**src/rtl/rptr_empty.sv**
```systemverilog
// Read-side pointer and empty / almost-empty flag logic for an async FIFO.
// Optional registered occupancy output rlevel is enabled by defining RPTR_LEVEL_EN.
module rptr_empty #(
  parameter int unsigned PTR_WIDTH     = 8,
  parameter int unsigned AEMPTY_THRESH = 2
) (
  input  logic                   rclk,
  input  logic                   rrst_n,
  input  logic                   rinc,
  input  logic [PTR_WIDTH-1:0]   rq2_wptr,
  output logic [PTR_WIDTH-2:0]   raddr,
  output logic [PTR_WIDTH-1:0]   rptr,
  output logic                   rempty,
  output logic                   raempty,
`ifdef RPTR_LEVEL_EN
  output logic                   runderflow,
  output logic [PTR_WIDTH-1:0]   rlevel
`else
  output logic                   runderflow
`endif
);

  localparam int unsigned ADDR_WIDTH = PTR_WIDTH - 1;

  logic [PTR_WIDTH-1:0] r_bin;
  logic [PTR_WIDTH-1:0] r_gray;
  logic                 r_empty;
  logic                 r_aempty;
  logic                 r_underflow;

  logic                 w_rd_ok;
  logic [PTR_WIDTH-1:0] w_bin_next;
  logic [PTR_WIDTH-1:0] w_gray_next;
  logic [PTR_WIDTH-1:0] w_wbin;
  logic [PTR_WIDTH-1:0] w_level_next;
  logic                 w_empty_next;
  logic                 w_aempty_next;

  assign w_rd_ok     = rinc & ~r_empty;
  assign w_bin_next  = r_bin + {{(PTR_WIDTH-1){1'b0}}, w_rd_ok};
  assign w_gray_next = (w_bin_next >> 1) ^ w_bin_next;

  // Gray to binary: bit i is the XOR of all Gray bits from the MSB down to i.
  always_comb begin
    w_wbin = '0;
    for (int i = 0; i < int'(PTR_WIDTH); i++) begin
      w_wbin[i] = ^(rq2_wptr >> i);
    end
  end

  assign w_level_next  = w_wbin - w_bin_next;
  assign w_empty_next  = (w_gray_next == rq2_wptr);
  assign w_aempty_next = (32'(w_level_next) <= AEMPTY_THRESH) | w_empty_next;

  always_ff @(posedge rclk or negedge rrst_n) begin
    if (!rrst_n) begin
      r_bin       <= '0;
      r_gray      <= '0;
      r_empty     <= 1'b1;
      r_aempty    <= 1'b1;
      r_underflow <= 1'b0;
    end else begin
      r_bin       <= w_bin_next;
      r_gray      <= w_gray_next;
      r_empty     <= w_empty_next;
      r_aempty    <= w_aempty_next;
      r_underflow <= rinc & r_empty;
    end
  end

`ifdef RPTR_LEVEL_EN
  logic [PTR_WIDTH-1:0] r_level;

  always_ff @(posedge rclk or negedge rrst_n) begin
    if (!rrst_n) begin
      r_level <= '0;
    end else begin
      r_level <= w_level_next;
    end
  end

  assign rlevel = r_level;
`endif

  assign raddr      = r_bin[ADDR_WIDTH-1:0];
  assign rptr       = r_gray;
  assign rempty     = r_empty;
  assign raempty    = r_aempty;
  assign runderflow = r_underflow;

endmodule

```
**config.mk**
```make
export PLATFORM = sky130hd
export DESIGN_NAME = rptr_empty
export DESIGN_NICKNAME = d
export VERILOG_FILES = /design/src/rtl/rptr_empty.sv
export SDC_FILE = /design/constraint.sdc
export NUM_CORES = 1
export LEC_CHECK = 0
export ABC_AREA = 1
export CAP_MARGIN = 25
export CORE_ASPECT_RATIO = 1.4
export CORE_MARGIN = 1.5
export CORE_UTILIZATION = 46
export DETAILED_ROUTE_END_ITERATION = 8
export GPL_ROUTABILITY_DRIVEN = 0
export MAX_ROUTING_LAYER = met4
export PLACE_DENSITY = 0.82
export SYNTH_ARGS = -nofsm -noshare
export SYNTH_HDL_FRONTEND = slang
export SYNTH_SLANG_ARGS = --single-unit
export TNS_END_PERCENT = 5
```
**constraint.sdc**
```tcl
create_clock -name rclk -period 2.8 [get_ports rclk]
set_input_delay 0.7 -clock rclk [delete_from_list [all_inputs] [get_ports rclk]]
set_output_delay 0.7 -clock rclk [all_outputs]
set_load 0.02 [all_outputs]
```
==> impl_metrics.json, run 1 <==
{
  "preCtsSetupSlack_ns": -0.5564,
  "crit_chain": "dlygate4sd2_1, inv_1, nor2_1, ha_2, ha_4, inv_1, nand2_1, and2_4, ha_4, buf_4, buf_4, a21oi_2, nand2_2, nand3_2, nand2_1, nand2_1, nand3_1, nor2_1, nand2_1, nand2_1",
  "die_y_um": 69.81,
  "async_flop_share_pct": 100.0,
  "antenna_found_initial": 0,
  "gr-total-overflow": 0,
  "root_buffer": "clkbuf_8",
  "slowest_stage": "dlygate4sd2_1",
  "cp_slowest_stage_delay_ns": 0.24,
  "drt_iter0_drc": 33,
  "wl_mm": 3.652,
  "grt_pass1_wl_mm": 6.120,
  "cts-hold-fix-buffers": 0,
  "design_area_um2": 2250,
  "cp_num_buf_inv": 5,
  "ff_latch_area_um2": 452.9,
  "yosys.area_share.simple_pct": 34.64,
  "core_um2": 3093,
  "antenna_cells": 0,
  "cp_data_arrival_time_ns": 2.84,
  "mostFrequentLayoutCells": "nand2_1, buf_4, inv_1",
  "hold_viol": 0,
  "drv_slew": 0,
  "hold_class": "flip-flop to flip-flop",
  "cts_buffers": 3,
  "insertion_delay_ns": 0.26,
  "cp-end-kind": "flip-flop",
  "skew_ns": 0.001022,
  "timing.final.ws_setup_ns": 0.1663,
  "worstPathMaxFanout": 4,
  "wl_per_cell_um": 11.86,
  "layout-drive-gt1-share_pct": 36.43,
  "path_class": "input pin to flip-flop",
  "vias": 1498,
  "dr.pass1.iters": 4,
  "r2r-end": "raempty",
  "min_from": "rempty",
  "cts.sinks": 18,
  "port-buffer-count": 28,
  "yosys_warnings": 0,
  "grt_max_degree": 19,
  "period_needed_ns": 2.634,
  "relSlewSlack_pct": 49.03,
  "cts_tree": "built",
  "leakage_nw": 1.208,
  "holdPathStages": 2,
  "multi_input_area_um2": 994.7,
  "start_util_pct": 47.41,
  "drv_cap": 0,
  "synth_edf_count": 0,
  "post-route-period-util_pct": 94.06,
  "muxShareOfSynthArea_pct": 0,
  "finalSetupViolCount": 0,
  "fillers": 224,
  "area_delta_synth_final_pct": 53.41,
  "synthAdderAreaFrac_pct": 7.338,
  "die-area_um2": 3541,
  "critPathTopFamily": "simple AND/OR/NAND/NOR gates",
  "reg2reg_depth": 18,
  "first_global_vias": 1450,
  "ant_nets": 0,
  "final_common_cell": "nand2_1",
  "rows": 24,
  "synth_area_per_cell_um2": 7.406,
  "synth-seq-cells": 18,
  "cp_common_cell": "nand2_1",
  "via_per_inst": 4.864,
  "synth_compound_area_share_pct": 3.072,
  "ir_worst_vdd_v": 0.0007139,
  "pin_count": 29,
  "max_slew.worst_pin.slew_ns": 0.7622,
  "clk_pin_slew_worst_paths_ns": 0.06,
  "detailed_place.area_um2": 2049,
  "synthCells": 198,
  "synth_cell_types": 31,
  "synth_flop_cell": "dfrtp_1",
  "synth_nets": 217,
  "synth_top_family_by_area": "simple AND/OR/NAND/NOR gates",
  "place_hpwl_mm": 2.845,
  "fmax_mhz": 379.7,
  "rrSetupSlack_ns": 0.34,
  "final_nets": 289,
  "clk_path_buf_depth": 2,
  "die_w_um": 50.72,
  "grt_util_all_layers_pct": 23.54,
  "startpoint_type": "input pin",
  "power_density_nw_per_um2": 1186,
  "drc": 0,
  "worstPathRequired_ns": 3.01,
  "synth-xor-area-share_pct": 13.65,
  "synthesis.area_um2": 1466,
  "outcome": "finished clean",
  "r2r-start": "rempty",
  "hold_end": "runderflow",
  "ctsHtreeMaxLevel": 1,
  "yosysSeqAreaShare_pct": 30.89
}
## state kept, by name, indices dropped and copies added, names as in the netlist
name,count
r_bin,8
runderflow,1
rempty,1
raempty,1
rptr,7
## logic make-up (layout without fill, tap and decap cells)
kind of cell / after synthesis / count (layout)
AOI/OAI and AO/OA: 7 / 7
adders and majority gates: 8 / 8
DFF: 18 / 18
and+or+nand+nor: 109 / 109
xor gates and xnor gates: 19 / 19
buffers and inverters: 37 / 108
## power by group
group          leakage, nW  total (W)  switching, W  internal [W]
Sequential           0.206   0.000467     0.0000879      0.000379
Clock               0.0288   0.000213     0.0000882      0.000125
Combinational        0.973    0.00199       0.00104      0.000952
## stage by stage
step | utilization (%) | setup TNS [ns] | hold slack, ns | total power, W | instances
after detailed placement | 66.26 | -0.8601 | 0.4843 | 0.002243 | 297
after floorplan | - | 0 | 0.4044 | 0.001566 | 198
after global routing | 72.73 | -0.0003542 | 0.5205 | 0.002871 | 308
final | 72.73 | 0 | 0.4876 | 0.002668 | 308
after CTS | 70.19 | 0 | 0.4927 | 0.002553 | 304
after global placement | 66.26 | -0.6921 | 0.4758 | 0.002166 | 297
## worst max-delay path by stage
stage,start,to,slack [ns],cells after the start
3_5_place_dp,rq2_wptr[6],raempty,-0.56,21
4_1_cts,rq2_wptr[6],raempty,0.02,18
3_3_place_gp,rq2_wptr[6],raempty,-0.48,21
2_1_floorplan,rq2_wptr[7],raempty,0.06,20
5_1_grt,rq2_wptr[4],raempty,-0.0004,22
6_report,rinc,raempty,0.17,20
## tightest hold or removal path, delay by kind of cell (launching register included)
kind          cells  cell delay, ns
flops             1            0.38
simple gates      1            0.05
buf+inv           1            0.03
## cell usage after synthesis, types with 2 or more instances
| master | number | area (µm²) |
|---|---|---|
| nand2_1 | 61 | 229.0 |
| inv_1 | 34 | 127.6 |
| nand3_1 | 20 | 100.1 |
| dfrtp_1 | 16 | 400.4 |
| nor2_1 | 9 | 33.78 |
| xor2_1 | 9 | 78.83 |
| ha_1 | 7 | 87.58 |
| xnor2_1 | 7 | 61.31 |
| nand2_2 | 6 | 37.54 |
| nand4_1 | 3 | 18.77 |
| a21oi_1 | 2 | 10.01 |
| dfstp_2 | 2 | 52.55 |
| nand2_4 | 2 | 22.52 |
| nand3_2 | 2 | 20.02 |
| xor2_2 | 2 | 32.53 |
## routing by layer
metal	global-route usage [%]	routed length [µm]
met1	25.03	1421
met2	40.79	1966
met3	3.017	118
met4	13.51	146
met5	-	0
## final cells by class
class                   instances  share of cell area (%)
multi-input cells             143                   44.22
repair buffers                 68                   24.75
flip-flops and latches         18                   20.13
inverters                      36                   6.285
clock buffers                   4                   2.447
well taps                      39                   2.169
## timing repair
| item | in CTS | in global routing |
|---|---|---|
| endpoints found under the setup margin | 1 | 2 |
| resized for setup | 16 | 30 |
| pin swaps | 7 | 21 |
| setup buffers | 3 | 4 |
Note: power is estimated with default switching activity, not from simulation.
==> inputs of run 2 (changes only) <==
--- a/config.mk
+++ b/config.mk
@@ -8,7 +8,6 @@
 export ABC_AREA = 1
 export CAP_MARGIN = 25
 export CORE_ASPECT_RATIO = 1.4
-export CORE_MARGIN = 1.5
 export CORE_UTILIZATION = 46
 export DETAILED_ROUTE_END_ITERATION = 8
 export GPL_ROUTABILITY_DRIVEN = 0
==> impl_metrics.json, run 2 (synthesis results as in run 1) <==
{
  "grt_max_degree": 19,
  "antenna_cells": 0,
  "port-buffer-count": 28,
  "via_per_inst": 4.791,
  "ctsHtreeMaxLevel": 1,
  "worstPathRequired_ns": 2.99,
  "ant_nets": 0,
  "timing.final.ws_setup_ns": 0.1535,
  "startpoint_type": "input pin",
  "relSlewSlack_pct": 50.73,
  "final_nets": 286,
  "cts-hold-fix-buffers": 0,
  "antenna_found_initial": 0,
  "final_util_pct": 75.28,
  "regMostFlops": "r_bin",
  "cts.sinks": 18,
  "path_class": "input pin to flip-flop",
  "ir_worst_vdd_v": 0.0006794,
  "core_um2": 2935,
  "leakage_nw": 1.187,
  "outcome": "finished clean",
  "first_global_vias": 1295,
  "swShare_pct": 46.07,
  "tns_ns": 0,
  "cts_tree": "built",
  "die_y_um": 68.81,
  "clockPowerShare_pct": 6.7,
  "finalSetupViolCount": 0,
  "grt_util_all_layers_pct": 22.88,
  "vias": 1447,
  "worstPathMaxFanout": 4,
  "wl_per_cell_um": 11.92,
  "pin_count": 29,
  "area_delta_synth_final_pct": 50.68,
  "hold_class": "flip-flop to flip-flop",
  "p_int_w": 0.001352,
  "final_common_cell": "nand2_1",
  "power.total_w": 0.002508,
  "place_hpwl_mm": 2.764,
  "drv_slew": 0,
  "cp-end-kind": "flip-flop",
  "switchingPower_w": 0.001155,
  "period_needed_ns": 2.647,
  "largest_reg_flops": 8,
  "mostFrequentLayoutCells": "nand2_1, buf_4, inv_1",
  "wl_mm": 3.599,
  "cp_data_arrival_time_ns": 2.84,
  "root_buffer": "clkbuf_8",
  "grt_pass1_wl_mm": 5.692,
  "pwr-share-comb_pct": 74.6,
  "die-area_um2": 3421,
  "post-route-period-util_pct": 94.52,
  "max_slew.worst_pin.slew_ns": 0.7368,
  "cts_buffers": 3,
  "start_util_pct": 49.96,
  "gr-total-overflow": 0,
  "dr.pass1.iters": 4,
  "insertion_delay_ns": 0.24,
  "clk_path_buf_depth": 2,
  "fillers": 220,
  "hold_viol": 0,
  "fmax_mhz": 377.9,
  "skew_ns": 0.002541,
  "power_density_nw_per_um2": 1135,
  "rows": 23,
  "layout-drive-gt1-share_pct": 35.85,
  "preCtsSetupSlack_ns": -0.6226,
  "drc": 0,
  "drv_cap": 0,
  "seqPwrFrac_pct": 18.6,
  "hold_ws_ns": 0.4915,
  "drt_iter0_drc": 47,
  "die_w_um": 49.72,
  "clk_pin_slew_worst_paths_ns": 0.06
}
run 2: cell types whose count changed in the layout (fill, tap and decap cells not counted), sizes merged:
cell and delta:
clkbuf -3, dlygate4sd2 -1
run 2: per-layer routing:
metal  GRT usage, %  routed length, µm  vias up  part of all wire, %
met3          1.316                 95        2                  2.6
met1          27.00               1414      670                   39
met5              -                  0        -                    0
met2          41.72               2063       32                   57
met4          7.500                 25        0                 0.69
li1               -                  -      743                    -
run 2: final cells by class:
cell class / instances / area [µm²] / area share (%)
inverter: 36 / 141.4 / 6.399
clock buffer: 3 / 41.29 / 1.869
tap: 37 / 46.29 / 2.095
multi-input combinational: 143 / 978.4 / 44.28
timing repair buffer: 65 / 549.3 / 24.86
sequential: 18 / 452.9 / 20.50
run 2: what timing repair did:
action,in CTS,in global routing
setup endpoints to repair,1,1
pin swaps,7,24
hold endpoints to repair,0,0
gates resized for setup,18,40
setup buffers,2,3
run 2: path summary, 6_finish.rpt:
kind                        startpoint    endpoint  slack (ns)  cells past startpoint
setup / recovery           rq2_wptr[7]     raempty        0.15                     21
hold / removal                  rempty  runderflow        0.49                      2
setup reg to reg                rempty     raempty        0.32                     19
hold reg to reg                 rempty  runderflow        0.49                      2
max in group asynchronous       rrst_n  runderflow        1.44                      1
min in group asynchronous       rrst_n     rptr[5]        0.89                      1
run 2: worst max-delay path: stages:
cell	delay (ns)
clkbuf_2	0.13
inv_2	0.06
nand2_1	0.08
nand2_1	0.06
nand2_2	0.07
nand2_2	0.08
xor2_2	0.16
xor2_1	0.17
ha_2	0.20
fa_2	0.38
inv_1	0.10
a21oi_2	0.07
nand2_1	0.10
nand2_1	0.06
nand2_1	0.05
nand2_1	0.05
inv_1	0.04
nand3_1	0.06
nor2_1	0.10
nand2_1	0.06
nand2_1	0.06
run 2: power groups by stage:
stage               Clock, W  Combinational, W  Sequential, W
floorplan                  0          0.000971       0.000594
global placement           0           0.00165       0.000458
detailed placement         0           0.00171       0.000465
CTS                 0.000173           0.00181       0.000464
global route        0.000184           0.00207       0.000482
finish              0.000169           0.00187       0.000467
run 2: per-stage QoR:
step / cell area, µm² / instances
6_report: 2210 / 302
5_1_grt: 2210 / 302
4_1_cts: 2148 / 299
3_5_place_dp: 2039 / 294
3_3_place_gp: 2039 / 294
2_1_floorplan: 1484 / 198
